`config.mk`:
```
export PLATFORM = sky130hd
export DESIGN_NAME = serial_port_ctrl
export DESIGN_NICKNAME = d
export VERILOG_FILES = /design/src/rtl/serial_pkg.sv /design/src/rtl/serial_rx_fifo.sv /design/src/rtl/serial_port_ctrl.sv
export SDC_FILE = /design/constraint.sdc
export NUM_CORES = 1
export LEC_CHECK = 0
export BUFFER_PORTS_ARGS = -buffer_cell sky130_fd_sc_hd__buf_2
export CAP_MARGIN = 10
export CORE_UTILIZATION = 51
export CTS_CLUSTER_SIZE = 25
export DETAILED_ROUTE_END_ITERATION = 16
export PLACE_DENSITY = 0.78
export SYNTH_ARGS = -nofsm -noshare
export SYNTH_HDL_FRONTEND = slang
export SYNTH_HIERARCHICAL = 1
export SYNTH_SLANG_ARGS = --single-unit
```
`constraint.sdc`:
```
create_clock -name CLK -period 1.9 [get_ports CLK]
set_clock_uncertainty 0.05 [all_clocks]
set_input_delay 0.19 -clock CLK [delete_from_list [all_inputs] [get_ports CLK]]
set_output_delay 0.19 -clock CLK [all_outputs]
set_load 0.02 [all_outputs]
```
`src/rtl/serial_pkg.sv`:
```
// Shared types and constants for the UART bus-side controller.
// Optional RX prefetch FIFO is enabled with the SERIAL_RX_FIFO_EN macro.
package serial_pkg;

    localparam int unsigned DATA_W              = 8;
    localparam int unsigned CNT_W               = 8;
    localparam int unsigned GUARD_W             = 2;

    localparam int unsigned DEF_RD_PULSE_CYCLES = 2;
    localparam int unsigned DEF_WR_SETUP_CYCLES = 1;
    localparam int unsigned DEF_WR_PULSE_CYCLES = 2;
    localparam int unsigned DEF_RX_DEPTH        = 4;

    // Covers the two synchroniser stages still carrying pre-access flags.
    localparam logic [GUARD_W-1:0] GUARD_INIT   = GUARD_W'(3);

    localparam int unsigned STATUS_RX_BIT       = 1;
    localparam int unsigned STATUS_TX_BIT       = 0;

    typedef enum logic [2:0] {
        ST_IDLE     = 3'd0,
        ST_RD_PULSE = 3'd1,
        ST_WR_WAIT  = 3'd2,
        ST_WR_SETUP = 3'd3,
        ST_WR_PULSE = 3'd4,
        ST_WR_HOLD  = 3'd5
    } state_e;

    // Saturating increment for the strobe-timing counters.
    function automatic logic [CNT_W-1:0] sat_inc(input logic [CNT_W-1:0] v);
        return (v == {CNT_W{1'b1}}) ? v : v + CNT_W'(1);
    endfunction

endpackage

```
`src/rtl/serial_rx_fifo.sv`:
```
// Synchronous RX prefetch FIFO; used only when SERIAL_RX_FIFO_EN is defined.
module serial_rx_fifo
    import serial_pkg::*;
#(
    parameter int unsigned DEPTH = DEF_RX_DEPTH
) (
    input  logic              CLK,
    input  logic              RST,
    input  logic              push_i,
    input  logic              pop_i,
    input  logic [DATA_W-1:0] wdata_i,
    output logic [DATA_W-1:0] rdata_c_o,
    output logic              full_c_o,
    output logic              empty_c_o
);

    localparam int unsigned AW = $clog2(DEPTH);
    localparam int unsigned PW = AW + 1;

    logic [DATA_W-1:0] mem_q [DEPTH];
    logic [PW-1:0]     wr_ptr_q;
    logic [PW-1:0]     rd_ptr_q;
    logic              do_push;
    logic              do_pop;

    assign empty_c_o = (wr_ptr_q == rd_ptr_q);
    assign full_c_o  = (wr_ptr_q[AW] != rd_ptr_q[AW]) &&
                       (wr_ptr_q[AW-1:0] == rd_ptr_q[AW-1:0]);
    assign do_push   = push_i & ~full_c_o;
    assign do_pop    = pop_i & ~empty_c_o;
    assign rdata_c_o = mem_q[rd_ptr_q[AW-1:0]];

    // Pointers carry one wrap bit to tell full from empty.
    always_ff @(posedge CLK) begin
        if (RST) begin
            wr_ptr_q <= '0;
            rd_ptr_q <= '0;
        end else begin
            if (do_push) wr_ptr_q <= wr_ptr_q + PW'(1);
            if (do_pop)  rd_ptr_q <= rd_ptr_q + PW'(1);
        end
    end

    // Storage array, no reset needed.
    always_ff @(posedge CLK) begin
        if (do_push) mem_q[wr_ptr_q[AW-1:0]] <= wdata_i;
    end

endmodule

```
`src/rtl/serial_port_ctrl.sv`:
```
// Bus-side UART controller: turns held read/write requests into timed
// rdn/wrn strobes and reports {rx_ready, tx_ready}.
// Define SERIAL_RX_FIFO_EN to add autonomous RX prefetch into a FIFO.
module serial_port_ctrl
    import serial_pkg::*;
#(
    parameter int unsigned RD_PULSE_CYCLES = DEF_RD_PULSE_CYCLES,
    parameter int unsigned WR_SETUP_CYCLES = DEF_WR_SETUP_CYCLES,
    parameter int unsigned WR_PULSE_CYCLES = DEF_WR_PULSE_CYCLES,
    parameter int unsigned RX_DEPTH        = DEF_RX_DEPTH
) (
    input  logic              CLK,
    input  logic              RST,
    input  logic              req_read,
    input  logic              req_write,
    input  logic [DATA_W-1:0] wr_data,
    output logic [DATA_W-1:0] rd_data,
    output logic              done,
    output logic              busy,
    output logic [1:0]        status,
    input  logic [DATA_W-1:0] bus_in,
    output logic [DATA_W-1:0] bus_out,
    output logic              bus_oe,
    output logic              rdn,
    output logic              wrn,
    input  logic              data_ready,
    input  logic              tbre,
    input  logic              tsre
);

    localparam int unsigned CNT_MAX = (2 ** CNT_W) - 1;

    // Elaboration-time parameter range checks.
    if (RD_PULSE_CYCLES < 1 || RD_PULSE_CYCLES > CNT_MAX) begin : g_chk_rd
        $error("RD_PULSE_CYCLES must be in 1..255");
    end
    if (WR_SETUP_CYCLES < 1 || WR_SETUP_CYCLES > CNT_MAX) begin : g_chk_ws
        $error("WR_SETUP_CYCLES must be in 1..255");
    end
    if (WR_PULSE_CYCLES < 1 || WR_PULSE_CYCLES > CNT_MAX) begin : g_chk_wp
        $error("WR_PULSE_CYCLES must be in 1..255");
    end
    if (RX_DEPTH < 2 || RX_DEPTH > CNT_MAX || (RX_DEPTH & (RX_DEPTH - 1)) != 0) begin : g_chk_depth
        $error("RX_DEPTH must be a power of 2 in 2..128");
    end

    localparam logic [CNT_W-1:0] RD_LAST = CNT_W'(RD_PULSE_CYCLES - 1);
    localparam logic [CNT_W-1:0] WS_LAST = CNT_W'(WR_SETUP_CYCLES - 1);
    localparam logic [CNT_W-1:0] WP_LAST = CNT_W'(WR_PULSE_CYCLES - 1);

    state_e              state_q, state_d;
    logic [CNT_W-1:0]    cnt_q, cnt_d;
    logic [GUARD_W-1:0]  guard_q, guard_d;
    logic                rdn_q, rdn_d;
    logic                wrn_q, wrn_d;
    logic                bus_oe_q, bus_oe_d;
    logic [DATA_W-1:0]   bus_out_q, bus_out_d;
    logic [DATA_W-1:0]   rd_data_q, rd_data_d;
    logic                done_q, done_d;
    logic [2:0]          sync_meta_q, sync_q;
    logic                data_ready_s, tbre_s, tsre_s;
    logic                rx_ready, tx_ready;

`ifdef SERIAL_RX_FIFO_EN
    logic                prefetch_q, prefetch_d;
    logic [GUARD_W-1:0]  rx_guard_q, rx_guard_d;
    logic                fifo_push, fifo_pop;
    logic [DATA_W-1:0]   fifo_rdata;
    logic                fifo_full, fifo_empty;

    serial_rx_fifo #(
        .DEPTH (RX_DEPTH)
    ) u_rx_fifo (
        .CLK       (CLK),
        .RST       (RST),
        .push_i    (fifo_push),
        .pop_i     (fifo_pop),
        .wdata_i   (bus_in),
        .rdata_c_o (fifo_rdata),
        .full_c_o  (fifo_full),
        .empty_c_o (fifo_empty)
    );

    assign rx_ready = ~fifo_empty;
`else
    assign rx_ready = data_ready_s;
`endif

    assign {data_ready_s, tbre_s, tsre_s} = sync_q;
    assign tx_ready = tbre_s & tsre_s & (guard_q == '0) & (state_q == ST_IDLE);

    assign rd_data = rd_data_q;
    assign done    = done_q;
    assign busy    = (state_q != ST_IDLE);
    assign bus_out = bus_out_q;
    assign bus_oe  = bus_oe_q;
    assign rdn     = rdn_q;
    assign wrn     = wrn_q;
    always_comb begin
        status                = '0;
        status[STATUS_RX_BIT] = rx_ready;
        status[STATUS_TX_BIT] = tx_ready;
    end

    // Two-flop synchronisers for the asynchronous UART flags.
    always_ff @(posedge CLK) begin
        if (RST) begin
            sync_meta_q <= '0;
            sync_q      <= '0;
        end else begin
            sync_meta_q <= {data_ready, tbre, tsre};
            sync_q      <= sync_meta_q;
        end
    end

    // State and registered bus-side outputs.
    always_ff @(posedge CLK) begin
        if (RST) begin
            state_q   <= ST_IDLE;
            cnt_q     <= '0;
            guard_q   <= '0;
            rdn_q     <= 1'b1;
            wrn_q     <= 1'b1;
            bus_oe_q  <= 1'b0;
            bus_out_q <= '0;
            rd_data_q <= '0;
            done_q    <= 1'b0;
        end else begin
            state_q   <= state_d;
            cnt_q     <= cnt_d;
            guard_q   <= guard_d;
            rdn_q     <= rdn_d;
            wrn_q     <= wrn_d;
            bus_oe_q  <= bus_oe_d;
            bus_out_q <= bus_out_d;
            rd_data_q <= rd_data_d;
            done_q    <= done_d;
        end
    end

`ifdef SERIAL_RX_FIFO_EN
    // Prefetch bookkeeping: marks autonomous reads and spaces them out
    // until data_ready has been re-sampled after the strobe.
    always_ff @(posedge CLK) begin
        if (RST) begin
            prefetch_q <= 1'b0;
            rx_guard_q <= '0;
        end else begin
            prefetch_q <= prefetch_d;
            rx_guard_q <= rx_guard_d;
        end
    end
`endif

    // Next-state and strobe sequencing.
    always_comb begin
        state_d   = state_q;
        cnt_d     = sat_inc(cnt_q);
        guard_d   = (guard_q != '0) ? guard_q - GUARD_W'(1) : guard_q;
        rdn_d     = rdn_q;
        wrn_d     = wrn_q;
        bus_oe_d  = bus_oe_q;
        bus_out_d = bus_out_q;
        rd_data_d = rd_data_q;
        done_d    = 1'b0;
`ifdef SERIAL_RX_FIFO_EN
        prefetch_d = prefetch_q;
        rx_guard_d = (rx_guard_q != '0) ? rx_guard_q - GUARD_W'(1) : rx_guard_q;
        fifo_push  = 1'b0;
        fifo_pop   = 1'b0;
`endif
        case (state_q)
            ST_IDLE: begin
                if (req_read) begin
`ifdef SERIAL_RX_FIFO_EN
                    done_d    = 1'b1;
                    rd_data_d = fifo_empty ? '0 : fifo_rdata;
                    fifo_pop  = ~fifo_empty;
`else
                    if (rx_ready) begin
                        state_d = ST_RD_PULSE;
                        rdn_d   = 1'b0;
                        cnt_d   = '0;
                    end else begin
                        done_d    = 1'b1;
                        rd_data_d = '0;
                    end
`endif
                end else if (req_write) begin
                    state_d = ST_WR_WAIT;
                end
`ifdef SERIAL_RX_FIFO_EN
                else if (data_ready_s && !fifo_full && rx_guard_q == '0) begin
                    state_d    = ST_RD_PULSE;
                    rdn_d      = 1'b0;
                    cnt_d      = '0;
                    prefetch_d = 1'b1;
                end
`endif
            end
            ST_RD_PULSE: begin
                if (cnt_q == RD_LAST) begin
                    rdn_d   = 1'b1;
                    state_d = ST_IDLE;
`ifdef SERIAL_RX_FIFO_EN
                    if (prefetch_q) begin
                        fifo_push  = 1'b1;
                        prefetch_d = 1'b0;
                        rx_guard_d = GUARD_INIT;
                    end else begin
                        rd_data_d = bus_in;
                        done_d    = 1'b1;
                    end
`else
                    rd_data_d = bus_in;
                    done_d    = 1'b1;
`endif
                end
            end
            ST_WR_WAIT: begin
                if (tbre_s && tsre_s && guard_q == '0) begin
                    state_d   = ST_WR_SETUP;
                    bus_out_d = wr_data;
                    bus_oe_d  = 1'b1;
                    cnt_d     = '0;
                end
            end
            ST_WR_SETUP: begin
                if (cnt_q == WS_LAST) begin
                    state_d = ST_WR_PULSE;
                    wrn_d   = 1'b0;
                    cnt_d   = '0;
                end
            end
            ST_WR_PULSE: begin
                if (cnt_q == WP_LAST) begin
                    state_d = ST_WR_HOLD;
                    wrn_d   = 1'b1;
                end
            end
            ST_WR_HOLD: begin
                state_d  = ST_IDLE;
                bus_oe_d = 1'b0;
                done_d   = 1'b1;
                guard_d  = GUARD_INIT;
            end
            default: begin
                state_d = ST_IDLE;
            end
        endcase
    end

endmodule

```
# Yosys cells after proc, flatten, opt, wreduce, memory -nomap -nowiden
# Index checks and enable logic that the tools add are counted.
# word_totals
regBits	39
inputBits	23
out_inout_bits	23
# op_classes
add_sub_neg	2
eq_ne	16
muxes	32
bitwise	3
reduce_logical	17
# ops
op	n
$mux W8	8
$pmux W8 S3	1
$mux W3	7
$pmux W8 S2	1
$pmux W3 S5	1
$ne A2 B2 Y1 const B	7
$reduce_bool A2 Y1	5
$add A8 B1 Y8 const B	1
$eq A8 B1 Y1 const B	1
$eq A8 B8 Y1 const B	1
$logic_not A8 Y1	1
$mux W1	8
$reduce_and A4 Y1	2
$eq A3 B2 Y1 const B	2
$eq A3 B3 Y1 const B	2
$ne A3 B3 Y1 const B	2
$pmux W1 S2	3
$reduce_and A6 Y1	1
$mux W2	2
$reduce_and A2 Y1	2
$and A1 B1 Y1	3
$eq A3 B1 Y1 const B	1
$logic_not A3 Y1	1
$pmux W1 S3	1
other kinds (5)	6

# Logic depth before layout (Yosys ltp)
# depth
depth_word	5
ltp_mapped	7
ltp_nobuf	6

# Least setup slack after synthesis
# Ideal clock, no wire load.
# synth_timing
path_type	flip-flop to flip-flop
start	register cnt_q[5]
end	register cnt_q[6]
setup_time_ps	138
arrival_ps	1449
setup_slack_ps	263
stages_incl_launch_ff	5
n_path_buf	0
cell_sequence	dfxtp_1 > nor4_4 > a31oi_1 > o41ai_4 > nor3_1
# synth_via
elab_chain_len	5
elab_cells_between_ends	9
# synth_rtl
item	line	rtl
from (decl)	serial_port_ctrl.sv:52	logic [CNT_W-1:0] cnt_q, cnt_d;
from (signal assigned)	serial_port_ctrl.sv:130	cnt_q <= cnt_d;
$add A8 B1 Y8 / $eq A8 B8 Y1 (equally long branches)	serial_pkg.sv:31	return (v == {CNT_W{1'b1}}) ? v : v + CNT_W'(1);
$mux W8	serial_pkg.sv:31	
$mux W8	serial_port_ctrl.sv:180	if (rx_ready) begin
$mux W8	serial_port_ctrl.sv:174	if (req_read) begin
$pmux W8 S3 *	serial_port_ctrl.sv:172	case (state_q)
# Every way passes the cells marked *; elsewhere a longest branch is shown, timed or not.
# A chain may end at the register's enable or synchronous reset.

# Final worst setup path
# layout_timing
start	register state_q[1]
end	output port status[0]
# layout_via
elab_chain_len	2
# layout_rtl
item	line	rtl
from (decl)	serial_port_ctrl.sv:51	state_e state_q, state_d;
from (signal assigned)	serial_port_ctrl.sv:129	state_q <= state_d;
$logic_not A3 Y1	serial_port_ctrl.sv:90	assign tx_ready = tbre_s & tsre_s & (guard_q == '0) & (state_q == ST_IDLE);
$and A1 B1 Y1	serial_port_ctrl.sv:90	
to (decl)	serial_port_ctrl.sv:20	output logic [1:0] status,
# Every way passes these cells.

==> flow_summary.json <==
{
  "ys_top_cells_by_area": "dfxtp_1, mux2i_1, a21oi_1",
  "reg2reg_from": "cnt_q[0]$_SDFF_PP0_",
  "hold_violations": 0,
  "cts_sinks": 39,
  "path_class": "register to primary output",
  "setup-tns-final_ns": 0,
  "setup_viol": 0,
  "holdPathEnd": "bus_out[0]$_SDFFE_PP0P_",
  "ys_dominant_reg_cell": "dfxtp_1",
  "r2r_end": "cnt_q[4]$_SDFF_PP0_",
  "fill_cells": 276,
  "async_reset_ff_share_pct": 0,
  "critical_path.max_stage_delay_ns": 0.37,
  "clkTransAtPathRegs_ns": 0.12,
  "end_kind": "primary output",
  "p_leak_uw": 0.000957,
  "cts_max_path_buffers": 2,
  "cellPowerDensity_nw_per_um2": 829,
  "fin_crit_ns": 1.77,
  "design_area_um2": 2090,
  "cts_setup_buffers": 0,
  "rsz0062_at_grt": "no",
  "dieArea_um2": 3550,
  "num_vias": 1442,
  "synth_cells": 184,
  "core_um2": 3100,
  "worst_pin_slew_ns": 0.504,
  "grt_max_degree": 24,
  "postPlaceCellArea_um2": 1980,
  "h-tree-depth": 2,
  "critPathSlowestCell": "dfxtp_1",
  "cts_tree": "built",
  "synth-edff-count": 0,
  "timing.fmax_mhz": 566,
  "worstPathCellList": "buf_4 > or3_1 > nor2b_1 > buf_2",
  "min_path_type": "input port to register",
  "fp.dieH_um": 59.6,
  "dp_hpwl_um": 2400,
  "worstHoldPathCells": 3,
  "cts_buffers": 5,
  "wirelength_um": 3240,
  "synth_top_cells_by_count": "dfxtp_1, nor2_1, a21oi_1, nand2_1, nor2b_1",
  "yosys.area.top_type_share_pct": 46.2,
  "yosysMostFrequentCell": "dfxtp_1",
  "place.port_buffers": 45,
  "maxCapViolations": 0,
  "io_pins": 46,
  "drt_iter0_drc": 24,
  "ir_drop_v": 0.000532,
  "post-route-util_pct": 67.4,
  "ys_seq_elements": 39,
  "syn_to_final_growth_pct": 23.8,
  "dp_cells": 270,
  "die_w_um": 59.6,
  "timing.slew.headroom_pct": 66.3,
  "antenna_found_initial": 0,
  "grt_overflow": 0,
  "clk-insertion-delay-late_ns": 0.35,
  "cpLargestDelayFamily": "simple AND/OR/NAND/NOR gates",
  "vias_per_cell": 5.13,
  "wl_per_cell_um": 11.5,
  "layout-drive-gt1-share_pct": 30.0,
  "syn_avg_cell_area_um2": 9.19,
  "layout_setup_ws_ns": 0.133,
  "run_status": "finished, final reports clean",
  "period_share_pct": 93.0,
  "start_util_pct": 54.5,
  "yosysSeqAreaShare_pct": 46.2,
  "cp-start-kind": "register",
  "drt-pass1-iter-count": 4,
  "slew_viol_final": 0,
  "num_rows": 20,
  "reg2reg_depth": 5,
  "grt_pass1_wl_um": 5070,
  "grt_pass1_vias": 1190,
  "antennaDiodeCount": 0,
  "fin_nets": 263,
  "yosysWarnings": 6,
  "synth_nets": 211,
  "netlist.top_cell.by_area": "dfxtp_1",
  "grt_usage_pct": 19.6,
  "syn_area_um2": 1690,
  "rrSetupSlack_ns": 0.15,
  "cp.arrival_ns": 1.53,
  "required_ns": 1.66,
  "dp_slack_ns": 0.183,
  "ant_nets": 0,
  "synth.distinct_cells": 43,
  "final_cells": 281,
  "root_buffer": "clkbuf_4",
  "critPathMaxFanout": 11,
  "critPathBufInv": 2,
  "hp-start": "wr_data[0]",
  "place_congestion": 0.809,
  "drc": 0
}
[worst min-delay path, stage by stage]
cell and delay, ns:
buf_2 0.08, mux2i_1 0.05, nor2_1 0.07
[layer usage]
layer	vias up	share of wire [%]	track usage, %
li1	749	-	-
met1	655	48	24.5
met5	-	0	0
met2	30	46	30.8
met3	8	4.0	4.80
met4	0	2.0	11.0
[logic make-up after synthesis]
kind of cell,synth area share (%)
compound gates,15.8
xor+xnor,1.55
simple gates,23.1
mux,6.00
flops,46.2
buf+inv,4.37
fa+ha+maj,2.96
[power breakdown]
group / internal [µW] / switching (µW) / total [µW] / leakage (µW)
Combinational: 143 / 149 / 292 / 0.000595
Clock: 277 / 279 / 556 / 0.0000452
Sequential: 858 / 28.8 / 887 / 0.000317
Total: 1280 / 457 / 1730 / 0.000957
[layout make-up]
type / count / area [µm²] / area share [%]
Sequential cell: 39 / 781 / 37.3
Timing Repair Buffer: 56 / 315 / 15.1
Tap cell: 44 / 55.1 / 2.63
Clock buffer: 5 / 37.5 / 1.79
Multi-Input combinational cell: 128 / 837 / 40.0
Inverter: 6 / 22.5 / 1.08
Clock inverter: 3 / 43.8 / 2.09
[state kept, by name, indices dropped and copies added (netlist names)]
register	cells
bus_oe	1
bus_out	8
cnt_q	8
done	1
guard_q	2
rd_data	8
rdn	1
state_q	3
sync_meta_q	3
sync_q	3
wrn	1
[per-stage QoR]
step,power (µW),hold slack (ns)
floorplan,1110,0.230
global placement,1180,0.352
detailed placement,1190,0.354
CTS,1740,0.00575
global route,1820,0.00470
finish,1730,0.00857
[repair_timing]
action / CTS / global route
endpoints found under the setup margin: 0 / 1
hold buffers: 3 / 0
hold endpoints to repair: 3 / 0
resized for setup: 0 / 1
[cell usage in the layout, fill, tap and decap left out, types with 2 or more instances in the layout]
cell and n:
o21ai_0 8, buf_4 8, a21oi_1 15, nor2_1 17, ha_1 4, dfxtp_1 39
nand2_1 15, xor2_1 2, nand3_1 6, clkbuf_4 5, dlygate4sd3_1 3, a31oi_1 4
and3_2 2, nor2b_1 10, mux2i_1 9, buf_2 45, inv_1 6, nor3b_1 6
nand3b_1 3, a211oi_1 2, a21o_1 2, or2_2 2
[worst max path at each step]
stage,start,to,slack (ns),cells past startpoint
CTS,state_q[1]$_SDFFE_PP0P_,status[0],0.14,4
floorplan,cnt_q[5]$_SDFF_PP0_,cnt_q[6]$_SDFF_PP0_,0.26,4
detailed placement,cnt_q[0]$_SDFF_PP0_,cnt_q[4]$_SDFF_PP0_,0.18,5
global placement,cnt_q[0]$_SDFF_PP0_,cnt_q[4]$_SDFF_PP0_,0.22,5
global route,cnt_q[0]$_SDFF_PP0_,cnt_q[4]$_SDFF_PP0_,0.008,5
finish,state_q[1]$_SDFFE_PP0P_,status[0],0.13,4
Note: power is estimated with default switching activity, not from simulation.
